### src/rtl/regfile_bypass_sb_if.sv
// Register file bus: writeback, read/issue request and registered results.
// master = pipeline side (drives requests), slave = register file.
interface regfile_bypass_sb_if #(
  parameter int unsigned XLEN = 32,
  parameter int unsigned AW   = 5
);
  logic            RegWrite;
  logic [AW-1:0]   wr;
  logic [XLEN-1:0] wd;
  logic            ReadEn;
  logic [AW-1:0]   rr1;
  logic [AW-1:0]   rr2;
  logic [XLEN-1:0] rd1;
  logic [XLEN-1:0] rd2;
  logic            IssueValid;
  logic [AW-1:0]   IssueRd;
  logic            busy1;
  logic            busy2;

  modport master (
    output RegWrite, wr, wd, ReadEn, rr1, rr2,
    output IssueValid, IssueRd,
    input  rd1, rd2, busy1, busy2
  );

  modport slave (
    input  RegWrite, wr, wd, ReadEn, rr1, rr2,
    input  IssueValid, IssueRd,
    output rd1, rd2, busy1, busy2
  );
endinterface

### src/rtl/regfile_bypass_sb.sv
// 2R/1W register file with write->read bypass, read hold and busy scoreboard.
// Ports: clk, rst (sync, active-high), bus (slave side of regfile_bypass_sb_if).
module regfile_bypass_sb #(
  parameter int unsigned XLEN     = 32,
  parameter int unsigned AW       = 5,
  parameter bit          ZERO_REG = 1'b1,
  parameter int unsigned INIT_IDX = 5,
  parameter int unsigned INIT_VAL = 4
) (
  input  logic               clk,
  input  logic               rst,
  regfile_bypass_sb_if.slave bus
);
  localparam int unsigned NREGS = 2 ** AW;

  logic [XLEN-1:0]  regs_q [NREGS];
  logic [XLEN-1:0]  regs_d [NREGS];
  logic [NREGS-1:0] busy_q, busy_d;
  logic [XLEN-1:0]  rd1_q, rd1_d;
  logic [XLEN-1:0]  rd2_q, rd2_d;
  logic             busy1_q, busy1_d;
  logic             busy2_q, busy2_d;

  logic wr_ok;
  logic iss_ok;

  assign wr_ok  = bus.RegWrite &&
                  !(ZERO_REG && bus.wr == '0);
  assign iss_ok = bus.IssueValid &&
                  !(ZERO_REG && bus.IssueRd == '0);

  function automatic logic [XLEN-1:0] rd_val(
    input logic [AW-1:0] idx
  );
    if (ZERO_REG && idx == '0)
      return '0;
    else if (wr_ok && bus.wr == idx)
      return bus.wd;
    else
      return regs_q[idx];
  endfunction

  always_comb begin
    regs_d = regs_q;
    if (wr_ok)
      regs_d[bus.wr] = bus.wd;
  end

  // Set after clear so a new producer wins over a completing one.
  always_comb begin
    busy_d = busy_q;
    if (bus.RegWrite)
      busy_d[bus.wr] = 1'b0;
    if (iss_ok)
      busy_d[bus.IssueRd] = 1'b1;
  end

  // Busy flags report the post-edge scoreboard state.
  always_comb begin
    rd1_d   = rd1_q;
    rd2_d   = rd2_q;
    busy1_d = busy1_q;
    busy2_d = busy2_q;
    if (bus.ReadEn) begin
      rd1_d   = rd_val(bus.rr1);
      rd2_d   = rd_val(bus.rr2);
      busy1_d = busy_d[bus.rr1];
      busy2_d = busy_d[bus.rr2];
    end
  end

  always_ff @(posedge clk) begin
    if (rst) begin
      for (int i = 0; i < NREGS; i++)
        regs_q[i] <= (i == INIT_IDX) ? XLEN'(INIT_VAL) : '0;
      busy_q  <= '0;
      rd1_q   <= '0;
      rd2_q   <= '0;
      busy1_q <= 1'b0;
      busy2_q <= 1'b0;
    end else begin
      regs_q  <= regs_d;
      busy_q  <= busy_d;
      rd1_q   <= rd1_d;
      rd2_q   <= rd2_d;
      busy1_q <= busy1_d;
      busy2_q <= busy2_d;
    end
  end

  assign bus.rd1   = rd1_q;
  assign bus.rd2   = rd2_q;
  assign bus.busy1 = busy1_q;
  assign bus.busy2 = busy2_q;
endmodule
### src/flat_wrapper.sv
// flat-port wrapper written by rule: the top's interface ports become plain ports
module regfile_bypass_sb_flat 
#(
  parameter int unsigned XLEN     = 32,
  parameter int unsigned AW       = 5,
  parameter bit          ZERO_REG = 1'b1,
  parameter int unsigned INIT_IDX = 5,
  parameter int unsigned INIT_VAL = 4
)
  (clk, rst, bus_RegWrite, bus_wr, bus_wd, bus_ReadEn, bus_rr1, bus_rr2, bus_IssueValid, bus_IssueRd, bus_rd1, bus_rd2, bus_busy1, bus_busy2);
  regfile_bypass_sb_if #(.XLEN(XLEN), .AW(AW)) bus_i ();
  input  logic clk;
  input  logic rst;
  input wire logic [$bits(bus_i.RegWrite)-1:0] bus_RegWrite;
  input wire logic [$bits(bus_i.wr)-1:0] bus_wr;
  input wire logic [$bits(bus_i.wd)-1:0] bus_wd;
  input wire logic [$bits(bus_i.ReadEn)-1:0] bus_ReadEn;
  input wire logic [$bits(bus_i.rr1)-1:0] bus_rr1;
  input wire logic [$bits(bus_i.rr2)-1:0] bus_rr2;
  input wire logic [$bits(bus_i.IssueValid)-1:0] bus_IssueValid;
  input wire logic [$bits(bus_i.IssueRd)-1:0] bus_IssueRd;
  output wire logic [$bits(bus_i.rd1)-1:0] bus_rd1;
  output wire logic [$bits(bus_i.rd2)-1:0] bus_rd2;
  output wire logic [$bits(bus_i.busy1)-1:0] bus_busy1;
  output wire logic [$bits(bus_i.busy2)-1:0] bus_busy2;
  assign bus_i.RegWrite = bus_RegWrite;
  assign bus_i.wr = bus_wr;
  assign bus_i.wd = bus_wd;
  assign bus_i.ReadEn = bus_ReadEn;
  assign bus_i.rr1 = bus_rr1;
  assign bus_i.rr2 = bus_rr2;
  assign bus_i.IssueValid = bus_IssueValid;
  assign bus_i.IssueRd = bus_IssueRd;
  assign bus_rd1 = bus_i.rd1;
  assign bus_rd2 = bus_i.rd2;
  assign bus_busy1 = bus_i.busy1;
  assign bus_busy2 = bus_i.busy2;
  regfile_bypass_sb #(.XLEN(XLEN), .AW(AW), .ZERO_REG(ZERO_REG), .INIT_IDX(INIT_IDX), .INIT_VAL(INIT_VAL)) u_core (.clk(clk), .rst(rst), .bus(bus_i));
endmodule
### config.mk
export PLATFORM = sky130hd
export DESIGN_NAME = regfile_bypass_sb_flat
export DESIGN_NICKNAME = d
export VERILOG_FILES = /design/src/rtl/regfile_bypass_sb_if.sv /design/src/rtl/regfile_bypass_sb.sv /design/src/flat_wrapper.sv
export SDC_FILE = /design/constraint.sdc
export NUM_CORES = 2
export LEC_CHECK = 0
export ABC_AREA = 0
export BUFFER_PORTS_ARGS = -buffer_cell sky130_fd_sc_hd__buf_4
export CAP_MARGIN = 40
export CORE_ASPECT_RATIO = 1.5
export CORE_MARGIN = 2
export CORE_UTILIZATION = 50
export CTS_BUF_LIST = sky130_fd_sc_hd__clkbuf_4 sky130_fd_sc_hd__clkbuf_8 sky130_fd_sc_hd__clkbuf_16
export DETAILED_ROUTE_END_ITERATION = 7
export GPL_TIMING_DRIVEN = 0
export PLACE_DENSITY = 0.64
export SETUP_SLACK_MARGIN = 0.2
export SLEW_MARGIN = 0
export SYNTH_ARGS = -nofsm -noshare
export SYNTH_HDL_FRONTEND = slang
export SYNTH_SLANG_ARGS = --single-unit
export TNS_END_PERCENT = 1
### constraint.sdc
create_clock -name clk -period 4.36 [get_ports clk]
set_clock_uncertainty 0.2 [all_clocks]
set_input_delay 0.436 -clock clk [delete_from_list [all_inputs] [get_ports clk]]
set_output_delay 0.436 -clock clk [all_outputs]
set_load 0.005 [all_outputs]
==> results.json <==
{
  "grt_max_degree": 16,
  "cts_tree": "yes",
  "synth_area_um2": 57500,
  "seq_power_share": 0.426,
  "timing.hold.ws_ns": 0.0126,
  "min_period_ns": 4.14,
  "leakagePower_nw": 22.5,
  "cp_top_family": "buffers and inverters",
  "synth_cell_type_count": 62,
  "hp-class": "in2reg",
  "finalHoldViolations": 0,
  "seq_area_frac_synth": 0.391,
  "p_comb_frac": 0.131,
  "antenna_found_initial": 26,
  "drt_iter0_drc": 8650,
  "syn_avg_cell_area_um2": 8.34,
  "synth-warning-count": 0,
  "slew-limit-headroom": 0.144,
  "internal_power_mw": 17.4,
  "end_kind": "register",
  "top_layer": "met5",
  "finalMaxSlewViolations": 0,
  "cts-htree-levels": 3,
  "cts.sinks": 1122,
  "cp.required_ns": 4.90,
  "coreArea_um2": 114000,
  "ant_nets": 0,
  "final_common_cell": "nand2_1",
  "grt_usage": 0.524,
  "fmax_mhz": 241,
  "start_util": 0.503,
  "clock_path_buffers": 3,
  "rows": 152,
  "clk_pin_slew_ns": 0.07,
  "vias": 59500,
  "crit_path_frequent_cell": "buf_2",
  "synthFlopType": "dfxtp_1",
  "finalCritPeriodShare": 0.950,
  "pin_count": 123,
  "startpoint_type": "primary input",
  "max_stage_delay_ns": 1.13,
  "via_per_inst": 6.66,
  "nets": 7326,
  "violations": "design-rule violations",
  "path_cells": "buf_2 > nor2_1 > buf_2 > buf_2 > a221oi_1 > a22oi_1 > nand3_1 > o211ai_1 > a311oi_1 > dlygate4sd3_1",
  "wl_met3_mm": 39.9,
  "total_power_mw": 24.6,
  "tightest_slew_ns": 1.28,
  "wl_met2_mm": 133,
  "final_cell_mix": "2140 x nand2_1, 1122 x dfxtp_1, 1121 x a21oi_1",
  "sw_frac_of_total": 0.291,
  "ctsRootBufferMaster": "clkbuf_16",
  "ys_seq_elements": 1122,
  "critPathKind": "in2reg",
  "wire_per_inst_um": 35.2,
  "crit_buf_inv": 4,
  "synth_cells": 6892,
  "overflow": 0,
  "routed_wl_mm": 314,
  "drcViolationCount": 2,
  "outcome": "complete, but fails checks",
  "synth_fp_nets": 6949,
  "final_layout_size_suffix_gt1_frac": 0.135,
  "cap_violations": 0,
  "power_density_nw_per_um2": 371,
  "numCtsBuffers": 112,
  "vdd_drop_max_mv": 0.361,
  "cts_resized": 0,
  "finalSetupTns_ns": 0,
  "die_w_um": 281,
  "grt_pass1_wl_mm": 423,
  "io_buffers": 78,
  "pwr-share-clk": 0.443,
  "dieHeight_um": 419,
  "grt_pass1_vias": 55100,
  "insertion_delay_ns": 0.78,
  "nFillCells": 10600,
  "place_hpwl_mm": 248,
  "synth_edf_count": 0,
  "setup_viol": 0,
  "met1Wirelength_mm": 105,
  "async_flop_share": 0,
  "place.gp.congestion": 1.09,
  "dr.pass1.iters": 7,
  "syn_to_final_growth_pct": 15.2,
  "rsz0062_at_grt": "no",
  "power.switching_mw": 7.16,
  "crit_fanout": 10,
  "fin_util": 0.579,
  "critPathSlowestCell": "a221oi_1",
  "die-area_um2": 118000,
  "crit_arrival_ns": 4.68
}
## final timing paths
check,start,to,slack (ns),cells after the start
worst max-delay path,bus_rr1[2],u_core.bus.rd1[10],0.22,10
worst min register to register,u_core.regs_q[823],u_core.regs_q[823],0.27,2
worst max register to register,u_core.regs_q[746],u_core.bus.rd1[10],0.99,7
worst min-delay path,bus_IssueRd[1],u_core.busy_q[20],0.01,4
## cell families after synthesis
logic type      after synthesis  share of synthesized area
mux                         778                      0.197
simple gates               2447                      0.168
xor+xnor                     10                    0.00152
flops                      1122                      0.391
buf+inv                     732                     0.0575
compound gates             1803                      0.185
## Yosys cell counts, types with 4 or more instances
library cell / count / area [um2]
buf_2: 88 / 440
mux4_2: 277 / 6240
nor2b_1: 67 / 419
a31oi_1: 4 / 25.0
inv_1: 4 / 15.0
clkbuf_2: 29 / 145
buf_4: 33 / 248
a221oi_2: 10 / 150
or2_1: 5 / 31.3
mux2_2: 62 / 698
a311oi_1: 32 / 280
o21ai_1: 6 / 30.0
clkbuf_1: 526 / 1970
nand3b_1: 4 / 30.0
nand2_1: 2140 / 8030
buf_12: 4 / 80.1
xnor2_1: 10 / 87.6
a211oi_1: 32 / 240
buf_1: 18 / 67.6
dfxtp_1: 1122 / 22500
nand4b_1: 4 / 35.0
mux2i_1: 439 / 4390
nor2_1: 106 / 398
a221oi_1: 182 / 1590
a22oi_1: 150 / 1130
o211ai_1: 63 / 473
nand2b_1: 11 / 68.8
buf_6: 22 / 248
o21ai_0: 187 / 936
a21oi_1: 1121 / 5610
nor3_1: 6 / 30.0
buf_8: 5 / 75.1
nand3_1: 73 / 365
## sequential cells by signal, summed over array words and instances, names as in the netlist
| name | cells |
|---|---|
| u_core.busy_q | 32 |
| u_core.bus.rd2 | 32 |
| u_core.regs_q | 1024 |
| u_core.bus.rd1 | 32 |
| u_core.bus.busy2 | 1 |
| u_core.bus.busy1 | 1 |
## stage by stage
stage               instance area [um2]  worst slack, ns  instances
floorplan                         57500             1.94       6892
global placement                  60000           -0.494       8510
detailed placement                61500            0.236       8629
CTS                               65900            0.946       8871
global route                      66200            0.478       8906
finish                            66200            0.216       8929
## routing by layer
metal	vias up	GRT usage
met3	1539	0.194
li1	25000	-
met1	28500	0.581
met4	12	0.487
met5	-	0
met2	4478	0.773
## power groups by stage
stage / clock network (mW) / registers (mW) / logic [mW]
after floorplan: 0 / 10.6 / 1.42
after global placement: 0 / 10.7 / 2.78
after detailed placement: 0 / 10.7 / 2.92
after CTS: 10.8 / 10.4 / 2.95
after global routing: 11.2 / 10.5 / 3.15
final: 10.9 / 10.5 / 3.22
## worst reg2reg max path: cells and delay by family (launching register included)
family                 cells  cell delay (ns)
AOI/OAI and AO/OA          4             1.72
and+or+nand+nor            1             0.33
DFF                        1             0.38
muxes                      1             0.10
buffers and inverters      1             0.59
## timing repair
item,4_1_cts,5_1_grt
endpoints found under the hold margin,101,0
hold buffers,34,0
buffers inserted,0,0
## area by class of cell
| type | count | area, um2 | share of cell area |
|---|---|---|---|
| antenna | 26 | 65.1 | 0.000983 |
| buffer | 725 | 3290 | 0.0497 |
| clock buffer | 149 | 3260 | 0.0493 |
| clock inverter | 59 | 744 | 0.0112 |
| inverter | 7 | 26.3 | 0.000397 |
| multi-input combinational | 5038 | 31700 | 0.479 |
| sequential | 1122 | 22500 | 0.339 |
| tap | 1540 | 1930 | 0.0291 |
| timing repair buffer | 263 | 2710 | 0.0409 |
(Power assumes the default switching activity.)
